--- config.mk ---
export PLATFORM = sky130hd
export DESIGN_NAME = ppu_oam_dma_flat
export DESIGN_NICKNAME = d
export VERILOG_FILES = /design/src/rtl/ppu_oam_dma_if.sv /design/src/rtl/ppu_oam_dma.sv /design/src/flat_wrapper.sv
export SDC_FILE = /design/constraint.sdc
export NUM_CORES = 1
export LEC_CHECK = 0
export BUFFER_PORTS_ARGS = -buffer_cell sky130_fd_sc_hd__buf_2
export CAP_MARGIN = 40
export CORE_UTILIZATION = 35
export CTS_BUF_LIST = sky130_fd_sc_hd__clkbuf_4 sky130_fd_sc_hd__clkbuf_8
export CTS_CLUSTER_SIZE = 25
export DETAILED_ROUTE_END_ITERATION = 10
export PLACE_DENSITY_LB_ADDON = 0.2
export RECOVER_POWER = 25
export SETUP_SLACK_MARGIN = 0.05
export SLEW_MARGIN = 20
export SYNTH_ARGS = -nofsm -noshare
export SYNTH_HDL_FRONTEND = slang
export SYNTH_SLANG_ARGS = --single-unit
--- constraint.sdc ---
create_clock -name clk -period 4.7 [get_ports clk]
set_input_delay 0.47 -clock clk [delete_from_list [all_inputs] [get_ports clk]]
set_output_delay 0.47 -clock clk [all_outputs]
set_load 0.02 [all_outputs]
--- src/rtl/ppu_oam_dma_if.sv ---
// Bus bundle between the CPU core, the sprite DMA engine and the arbiter.
// master: the DMA engine.  slave: the system side (CPU core, arbiter and bus).
interface ppu_oam_dma_if;
  logic        cpu_tick_i;
  logic [15:0] cpu_addr_i;
  logic [7:0]  cpu_data_i;
  logic        cpu_ce_i;
  logic        cpu_we_i;
  logic        cpu_halt_o;
  logic        dma_active_o;
  logic [15:0] dma_addr_o;
  logic [7:0]  dma_data_o;
  logic        dma_we_o;
  logic        dma_ce_o;
  logic [7:0]  dma_data_i;

  modport master (
    input  cpu_tick_i, cpu_addr_i, cpu_data_i, cpu_ce_i, cpu_we_i, dma_data_i,
    output cpu_halt_o, dma_active_o, dma_addr_o, dma_data_o, dma_we_o, dma_ce_o
  );

  modport slave (
    output cpu_tick_i, cpu_addr_i, cpu_data_i, cpu_ce_i, cpu_we_i, dma_data_i,
    input  cpu_halt_o, dma_active_o, dma_addr_o, dma_data_o, dma_we_o, dma_ce_o
  );
endinterface

--- src/rtl/ppu_oam_dma.sv ---
// Sprite OAM DMA engine: snoops the CPU write to the trigger register, halts
// the CPU, then copies 256 bytes of page $XX00-$XXFF into OAMDATA by mastering
// the bus on alternating get (read) / put (write) CPU cycles.
// Optional feature macro: OAM_DMA_ABORT_EN (adds the abort_i port).
module ppu_oam_dma #(
  parameter logic [15:0] DMA_REG_ADDR = 16'h4014,
  parameter logic [15:0] OAMDATA_ADDR = 16'h2004
) (
  input  logic           clk,
  input  logic           rst_n,
`ifdef OAM_DMA_ABORT_EN
  input  logic           abort_i,
`endif
  ppu_oam_dma_if.master  bus
);

  typedef enum logic [1:0] {S_IDLE, S_HALT, S_READ, S_WRITE} state_t;

  state_t      state_q, state_d;
  logic [7:0]  page_q, page_d;
  logic [7:0]  idx_q, idx_d;
  logic [7:0]  byte_q, byte_d;
  logic        get_q, get_d;
  logic        halt_q, halt_d;
  logic        active_q, active_d;
  logic [15:0] addr_q, addr_d;
  logic        we_q, we_d;
  logic        abort;
  logic        trigger;

`ifdef OAM_DMA_ABORT_EN
  assign abort = abort_i;
`else
  assign abort = 1'b0;
`endif

  assign trigger = bus.cpu_ce_i & bus.cpu_we_i & (bus.cpu_addr_i == DMA_REG_ADDR);

  // Next-state logic: everything advances only on the end-of-CPU-cycle tick.
  always_comb begin
    state_d = state_q;
    page_d  = page_q;
    idx_d   = idx_q;
    byte_d  = byte_q;
    get_d   = get_q;
    if (bus.cpu_tick_i) begin
      get_d = ~get_q;
      case (state_q)
        S_IDLE: begin
          if (trigger) begin
            page_d  = bus.cpu_data_i;
            idx_d   = 8'h00;
            state_d = S_HALT;
          end
        end
        S_HALT: begin
          // A CPU write cycle cannot be halted; wait for the first read cycle.
          if (abort)                state_d = S_IDLE;
          else if (!bus.cpu_we_i)   state_d = S_READ;
        end
        S_READ: begin
          // Only a get cycle can read; a put cycle here is a pure alignment cycle.
          if (abort) begin
            state_d = S_IDLE;
          end else if (get_q) begin
            byte_d  = bus.dma_data_i;
            state_d = S_WRITE;
          end
        end
        S_WRITE: begin
          idx_d   = idx_q + 8'd1;
          state_d = ((idx_q == 8'hFF) || abort) ? S_IDLE : S_READ;
        end
        default: state_d = S_IDLE;
      endcase
    end

    // Bus-facing outputs are derived from the state being entered so they are
    // stable for the whole CPU cycle that follows.
    halt_d   = (state_d != S_IDLE);
    active_d = (state_d == S_READ) || (state_d == S_WRITE);
    we_d     = (state_d == S_WRITE);
    if (state_d == S_READ)       addr_d = {page_d, idx_d};
    else if (state_d == S_WRITE) addr_d = OAMDATA_ADDR;
    else                         addr_d = 16'h0000;
  end

  // State and registered output flops; reset releases the CPU immediately.
  always_ff @(posedge clk or negedge rst_n) begin
    if (!rst_n) begin
      state_q  <= S_IDLE;
      page_q   <= 8'h00;
      idx_q    <= 8'h00;
      byte_q   <= 8'h00;
      get_q    <= 1'b0;
      halt_q   <= 1'b0;
      active_q <= 1'b0;
      addr_q   <= 16'h0000;
      we_q     <= 1'b0;
    end else begin
      state_q  <= state_d;
      page_q   <= page_d;
      idx_q    <= idx_d;
      byte_q   <= byte_d;
      get_q    <= get_d;
      halt_q   <= halt_d;
      active_q <= active_d;
      addr_q   <= addr_d;
      we_q     <= we_d;
    end
  end

  assign bus.cpu_halt_o   = halt_q;
  assign bus.dma_active_o = active_q;
  assign bus.dma_addr_o   = addr_q;
  assign bus.dma_data_o   = byte_q;
  assign bus.dma_we_o     = we_q;
  // The strobe is the tick itself, gated to real bus accesses.
  assign bus.dma_ce_o     = bus.cpu_tick_i &
                            (((state_q == S_READ) & get_q) | (state_q == S_WRITE));

endmodule

--- src/flat_wrapper.sv ---
// flat-port wrapper written by rule: the top's interface ports become plain ports
module ppu_oam_dma_flat 
#(
  parameter logic [15:0] DMA_REG_ADDR = 16'h4014,
  parameter logic [15:0] OAMDATA_ADDR = 16'h2004
)
  (clk, rst_n, bus_cpu_tick_i, bus_cpu_addr_i, bus_cpu_data_i, bus_cpu_ce_i, bus_cpu_we_i, bus_dma_data_i, bus_cpu_halt_o, bus_dma_active_o, bus_dma_addr_o, bus_dma_data_o, bus_dma_we_o, bus_dma_ce_o);
  ppu_oam_dma_if bus_i ();
  input  logic clk;
  input  logic rst_n;
  input wire logic [$bits(bus_i.cpu_tick_i)-1:0] bus_cpu_tick_i;
  input wire logic [$bits(bus_i.cpu_addr_i)-1:0] bus_cpu_addr_i;
  input wire logic [$bits(bus_i.cpu_data_i)-1:0] bus_cpu_data_i;
  input wire logic [$bits(bus_i.cpu_ce_i)-1:0] bus_cpu_ce_i;
  input wire logic [$bits(bus_i.cpu_we_i)-1:0] bus_cpu_we_i;
  input wire logic [$bits(bus_i.dma_data_i)-1:0] bus_dma_data_i;
  output wire logic [$bits(bus_i.cpu_halt_o)-1:0] bus_cpu_halt_o;
  output wire logic [$bits(bus_i.dma_active_o)-1:0] bus_dma_active_o;
  output wire logic [$bits(bus_i.dma_addr_o)-1:0] bus_dma_addr_o;
  output wire logic [$bits(bus_i.dma_data_o)-1:0] bus_dma_data_o;
  output wire logic [$bits(bus_i.dma_we_o)-1:0] bus_dma_we_o;
  output wire logic [$bits(bus_i.dma_ce_o)-1:0] bus_dma_ce_o;
  assign bus_i.cpu_tick_i = bus_cpu_tick_i;
  assign bus_i.cpu_addr_i = bus_cpu_addr_i;
  assign bus_i.cpu_data_i = bus_cpu_data_i;
  assign bus_i.cpu_ce_i = bus_cpu_ce_i;
  assign bus_i.cpu_we_i = bus_cpu_we_i;
  assign bus_i.dma_data_i = bus_dma_data_i;
  assign bus_cpu_halt_o = bus_i.cpu_halt_o;
  assign bus_dma_active_o = bus_i.dma_active_o;
  assign bus_dma_addr_o = bus_i.dma_addr_o;
  assign bus_dma_data_o = bus_i.dma_data_o;
  assign bus_dma_we_o = bus_i.dma_we_o;
  assign bus_dma_ce_o = bus_i.dma_ce_o;
  ppu_oam_dma #(.DMA_REG_ADDR(DMA_REG_ADDR), .OAMDATA_ADDR(OAMDATA_ADDR)) u_core (.clk(clk), .rst_n(rst_n), .bus(bus_i));
endmodule
## Yosys cells after proc, flatten, opt, wreduce, memory -nomap -nowiden

Index checks and enable logic that the tools add are counted.

| storage, ports and cells | value |
|---|---|
| memory bits (writable) | 0 |
| output and inout port bits | 28 |
| memories | 0 |
| input bits | 37 |
| word-level logic and storage cells | 41 |
| memory bits (read-only) | 0 |
| register bits | 46 |
| latch bits | 0 |

| operators by class | value |
|---|---|
| shifts and indexed selects | 0 |
| muxes and demuxes | 14 |
| reduce and logical (&&, ||, !) cells | 4 |
| bitwise operators | 6 |
| add/subtract/negate cells | 1 |
| equality and inequality tests | 7 |
| $lt $le $gt $ge | 0 |
| div/mod/pow operators | 0 |
| $mul | 0 |

Operator list:

| kind | number |
|---|---|
| two-way mux 8 bit | 5 |
| equality test 16 x 15 -> 1 bit (second input constant) | 1 |
| two-way mux 16 bit | 1 |
| one-hot mux 8 bit (2 select lines) | 1 |
| two-way mux 14 bit | 1 |
| two-way mux 2 bit | 5 |
| adder 8 x 1 -> 8 bit (second input constant) | 1 |
| equality test 2 bit (second input constant) | 4 |
| equality test 8 bit (second input constant) | 1 |
| one-hot mux 2 bit (4 select lines) | 1 |
| bitwise AND 1 bit | 4 |
| AND reduction 3 bit | 1 |
| equality test 2 x 1 -> 1 bit (second input constant) | 1 |
| zero test 2 bit | 1 |
| nonzero test 2 bit | 1 |
| logical OR 1 bit | 1 |
| inverter 1 bit | 1 |
| OR 1 bit | 1 |

## Depth between registers and ports, before layout

| logic depth | value |
|---|---|
| depth after elaboration | 8 |
| gate-level depth with buffers | 8 |
| mapped depth without buffers | 7 |

## Worst setup path after synthesis

OpenSTA, ideal clock, no wires.

| timing path | value |
|---|---|
| kind | input-to-reg |
| start | in bus_cpu_addr_i[6] |
| end | reg u_core.addr_q[15], in the netlist u_core.bus.dma_addr_o[15] |
| setup time | 0.118 ns |
| buffers on the path | 0 |
| path slack | 2.732 ns |
| stages | 5 |
| data required time | 4.582 ns |
| data arrival time | 1.850 ns |
| cells stage by stage | and4bb_1 -> nand4_2 -> nor3_4 -> mux2_4 -> and2b_1 |

| on the way | value |
|---|---|
| elaborated cells on any way between the ends | 10 |
| classes of those cells | eq/ne: 2; mux: 7; bitwise: 1 |

RTL lines:

| element | line | source |
|---|---|---|
| start, declared | flat_wrapper.sv:12 | `input wire logic [$bits(bus_i.cpu_addr_i)-1:0] bus_cpu_addr_i;` |
| equality test 16 x 15 -> 1 bit | ppu_oam_dma.sv:37 | `assign trigger = bus.cpu_ce_i & bus.cpu_we_i & (bus.cpu_addr_i == DMA_REG_ADDR);` |
| bitwise AND 1 bit | ppu_oam_dma.sv:37 |  |
| two-way mux 8 bit | ppu_oam_dma.sv:50 | `if (trigger) begin` |
| two-way mux 8 bit | ppu_oam_dma.sv:48 | `case (state_q)` |
| two-way mux 8 bit | ppu_oam_dma.sv:46 | `if (bus.cpu_tick_i) begin` |
| net u_core.page_d[7] | ppu_oam_dma.sv:20 | `logic [7:0] page_q, page_d;` |
| two-way mux 16 bit | ppu_oam_dma.sv:83 | `if (state_d == S_READ) addr_d = {page_d, idx_d};` |
| net u_core.addr_d[15] | ppu_oam_dma.sv:26 | `logic [15:0] addr_q, addr_d;` |
| end signal, assigned | ppu_oam_dma.sv:108 | `addr_q <= addr_d;` |
| end, declared | ppu_oam_dma.sv:26 |  |

The timed path passes the listed nets, and every way through them passes these cells.
A chain may end at the register's enable or synchronous reset.

## Final worst setup path

| timing path | value |
|---|---|
| start | reg u_core.state_q[0] |
| end | out bus_dma_ce_o |

| on the way | value |
|---|---|
| longest elaborated chain between the ends | 4 |
| elaborated cells on any way between the ends | 5 |
| classes of those cells | eq/ne: 2; bitwise: 3 |

RTL lines:

| element | line | source |
|---|---|---|
| start, declared | ppu_oam_dma.sv:19 | `state_t state_q, state_d;` |
| start signal, assigned | ppu_oam_dma.sv:101 | `state_q <= state_d;` |
| equality test 2 bit | ppu_oam_dma.sv:120 | `(((state_q == S_READ) & get_q) \| (state_q == S_WRITE));` |
| bitwise AND 1 bit | ppu_oam_dma.sv:120 |  |
| OR 1 bit * | ppu_oam_dma.sv:120 |  |
| bitwise AND 1 bit * | ppu_oam_dma.sv:119 | `assign bus.dma_ce_o = bus.cpu_tick_i &` |
| end, declared | flat_wrapper.sv:22 | `output wire logic [$bits(bus_i.dma_ce_o)-1:0] bus_dma_ce_o;` |

Every way passes the cells marked *; elsewhere a longest branch is shown, timed or not.

==> results_dict.tcl <==
set metrics [dict create \
    antenna_found_initial 0 \
    stdcell_count 310 \
    ys_ff_latch 46 \
    dp_hpwl_um 2870 \
    status "complete, but fails checks" \
    finClkSkew_ps 5.15 \
    ys_seq_area_share_pct 55.8 \
    cts_tree "yes" \
    grt_pass1_wl_um 6600 \
    synth_warnings 0 \
    synth_edf_count 0 \
    syn_avg_cell_area_um2 12.1 \
    clk_pin_slew_worst_paths_ps 80 \
    rsz0062_at_grt "false" \
    port_buffers 64 \
    fp.dieW_um 78.8 \
    gp_congestion 0.779 \
    violations "capacitance limit, slew limit" \
    grtUsageMet3_pct 3.79 \
    cts_setup_buffers 0 \
    worstPathMaxFanout 9 \
    multi_input_area_um2 858 \
    top_usage_layer "met2" \
    ys.flop_type "dfrtp_1" \
    r2r_cells 7 \
    p_total_mw 1.28 \
    cts_root_buf "clkbuf_8" \
    hold_class "primary input to async pin" \
    min_period_ps 2260 \
    drt_iter0_markers 38 \
    synth_top_cell_area_share_pct 55.8 \
    hold_violations 0 \
    nets 281 \
    synth_common_cells "46 x dfrtp_1, 17 x nand2_1, 13 x a21oi_1, 8 x inv_1, 8 x mux2_2" \
    ant_nets 0 \
    async_reset_ff_share_pct 100 \
    met2_usage_pct 23.4 \
    synth.area.top_cells "dfrtp_1 56%, mux2_4 5.1%, mux2_2 4.4%" \
    max_freq_mhz 443 \
    syn-num-nets 214 \
    area_growth_pct 24.1 \
    dr.pass1.iters 4 \
    vias 1492 \
    setup-violations-final 0 \
    use_met1_pct 16.6 \
    clk_latency_ps 300 \
    p_leak_nw 1.32 \
    p_per_area_nw_per_um2 500 \
    dp_cells 302 \
    cts-buffers-inserted 5 \
    worst_pin_slew_ps 1550 \
    report.final.slew_viol_count 31 \
    nFillCells 571 \
    clockBufferDepth 2 \
    reg2reg_to "u_core.bus.dma_addr_o[3]$_DFF_PN0_" \
    dp_slack_ps 2240 \
    synth_largest_area_cell "dfrtp_1" \
    netlist_instances 170 \
    wirelength_um 3950 \
    num_rows 27 \
    cts_resized 0 \
    antennaDiodeCount 0 \
    h-tree-depth 2 \
    cts.sinks 46 \
    drive_above_1_share_pct 41.2 \
    synth_most_common_cell "dfrtp_1" \
    critPathKind "flop to output pin" \
    grt_pass1_vias 1497 \
    ys_types 39 \
    grt_max_degree 31 \
    regArea_um2 1150 \
    r2r_setup_slack_ps 2450 \
    r2r_start "u_core.state_q[0]$_DFF_PN0_" \
    netlist_area_um2 2060 \
    grt.total_usage_pct 14.1 \
    relSlewSlack_pct -3.40 \
    setup_tns_ps 0 \
    timing.final.ws_setup_ps 2440 \
    drv_cap 1 \
    hold_buffers 0 \
    ios 65 \
    cp_data_arrival_time_ps 1790 \
    start_util_pct 36.8 \
    drc 0 \
    start_kind "flop" \
    ir_drop_uv 274 \
    via_per_inst 4.81 \
    finalCritPeriodShare_pct 48.0 \
    cp.required_ps 4230 \
    critPathCaptureType "output pin" \
    grt_overflow_total 0 \
    die_height_um 78.8 \
    wl_per_cell_um 12.7 \
    core_um2 5610 \
    die_area_um2 6210 \
]
[flip-flops by register name, indices dropped and copies added (netlist names)]
signal                   count
u_core.idx_q                 8
u_core.page_q                8
u_core.bus.dma_addr_o       16
u_core.state_q               2
u_core.bus.dma_we_o          1
u_core.get_q                 1
u_core.bus.cpu_halt_o        1
u_core.bus.dma_data_o        8
u_core.bus.dma_active_o      1
[kinds of logic (layout without fill, tap and decap cells)]
kind of cell | after synthesis | in the layout | share of synthesized area, %
buffers and inverters | 13 | 81 | 2.61
flip-flops | 46 | 46 | 55.8
XOR/XNOR | 1 | 1 | 0.425
AND/OR/NAND/NOR | 54 | 54 | 16.0
AO/OA/AOI/OAI | 32 | 32 | 10.5
adder cells (fa/ha/maj) | 7 | 7 | 4.24
multiplexers | 17 | 17 | 10.4
[cell usage in the layout (no fill, tap or decap), drive strengths merged, types with 2 or more instances in the layout]
cell type and n:
buf 63, dfrtp 46, nand2 17, mux2 15, a21oi 13, nor2b 12, inv 8, nor2 7
ha 7, clkbuf 7, nand3 6, o21ai 5, a41oi 4, o31ai 3, mux2i 2, and3 2
a31oi 2, clkinv 2
[where the power goes]
group | internal [mW] | switching [mW] | leakage (nW) | total [mW]
combinational | 0.173 | 0.305 | 0.651 | 0.478
clock | 0.156 | 0.126 | 0.0579 | 0.283
sequential | 0.474 | 0.0479 | 0.609 | 0.521
total | 0.803 | 0.479 | 1.32 | 1.28
[how the worst max path moves through the flow]
stage	end	slack [ps]	depth (start not counted)	startpoint
6_report	bus_dma_ce_o	2440	5	u_core.state_q[0]$_DFF_PN0_
5_1_grt	u_core.page_q[7]$_DFF_PN0_	1970	2	rst_n
3_3_place_gp	u_core.bus.dma_addr_o[15]$_DFF_PN0_	2290	6	bus_cpu_addr_i[1]
4_1_cts	bus_dma_ce_o	2430	5	u_core.state_q[0]$_DFF_PN0_
3_5_place_dp	u_core.bus.dma_addr_o[15]$_DFF_PN0_	2240	6	bus_cpu_addr_i[1]
2_1_floorplan	u_core.bus.dma_addr_o[15]$_DFF_PN0_	2730	5	bus_cpu_addr_i[6]
[layout make-up]
cell class / count / area share (%)
multi-input cells: 111 / 33.5
clock buffers: 5 / 2.69
clock inverters: 3 / 1.56
inverters: 8 / 1.17
well taps: 72 / 3.52
flip-flops and latches: 46 / 44.9
repair buffers: 65 / 12.6
[routing by layer]
layer	wire (µm)	share of wire (%)	vias to the layer above
met5	0	0	-
met4	91	2.3	0
met3	230	5.8	7
met2	1790	45	45
met1	1840	47	714
li1	-	-	726
[per-stage QoR]
step | util [%] | hold slack, ps | instance area (µm²)
2_1_floorplan | - | 174 | 2060
4_1_cts | 46.0 | 96.8 | 2580
5_1_grt | 45.7 | 342 | 2560
3_3_place_gp | 43.7 | 468 | 2450
6_report | 45.7 | 256 | 2560
3_5_place_dp | 44.0 | 425 | 2470
[critical path: stages, from the launching register on]
cell and delay (ps):
dfrtp_1 440, inv_1 170, ha_1 210, nand3_1 350, nand2_1 150, buf_2 180
Power figures use the tool's default switching activity.
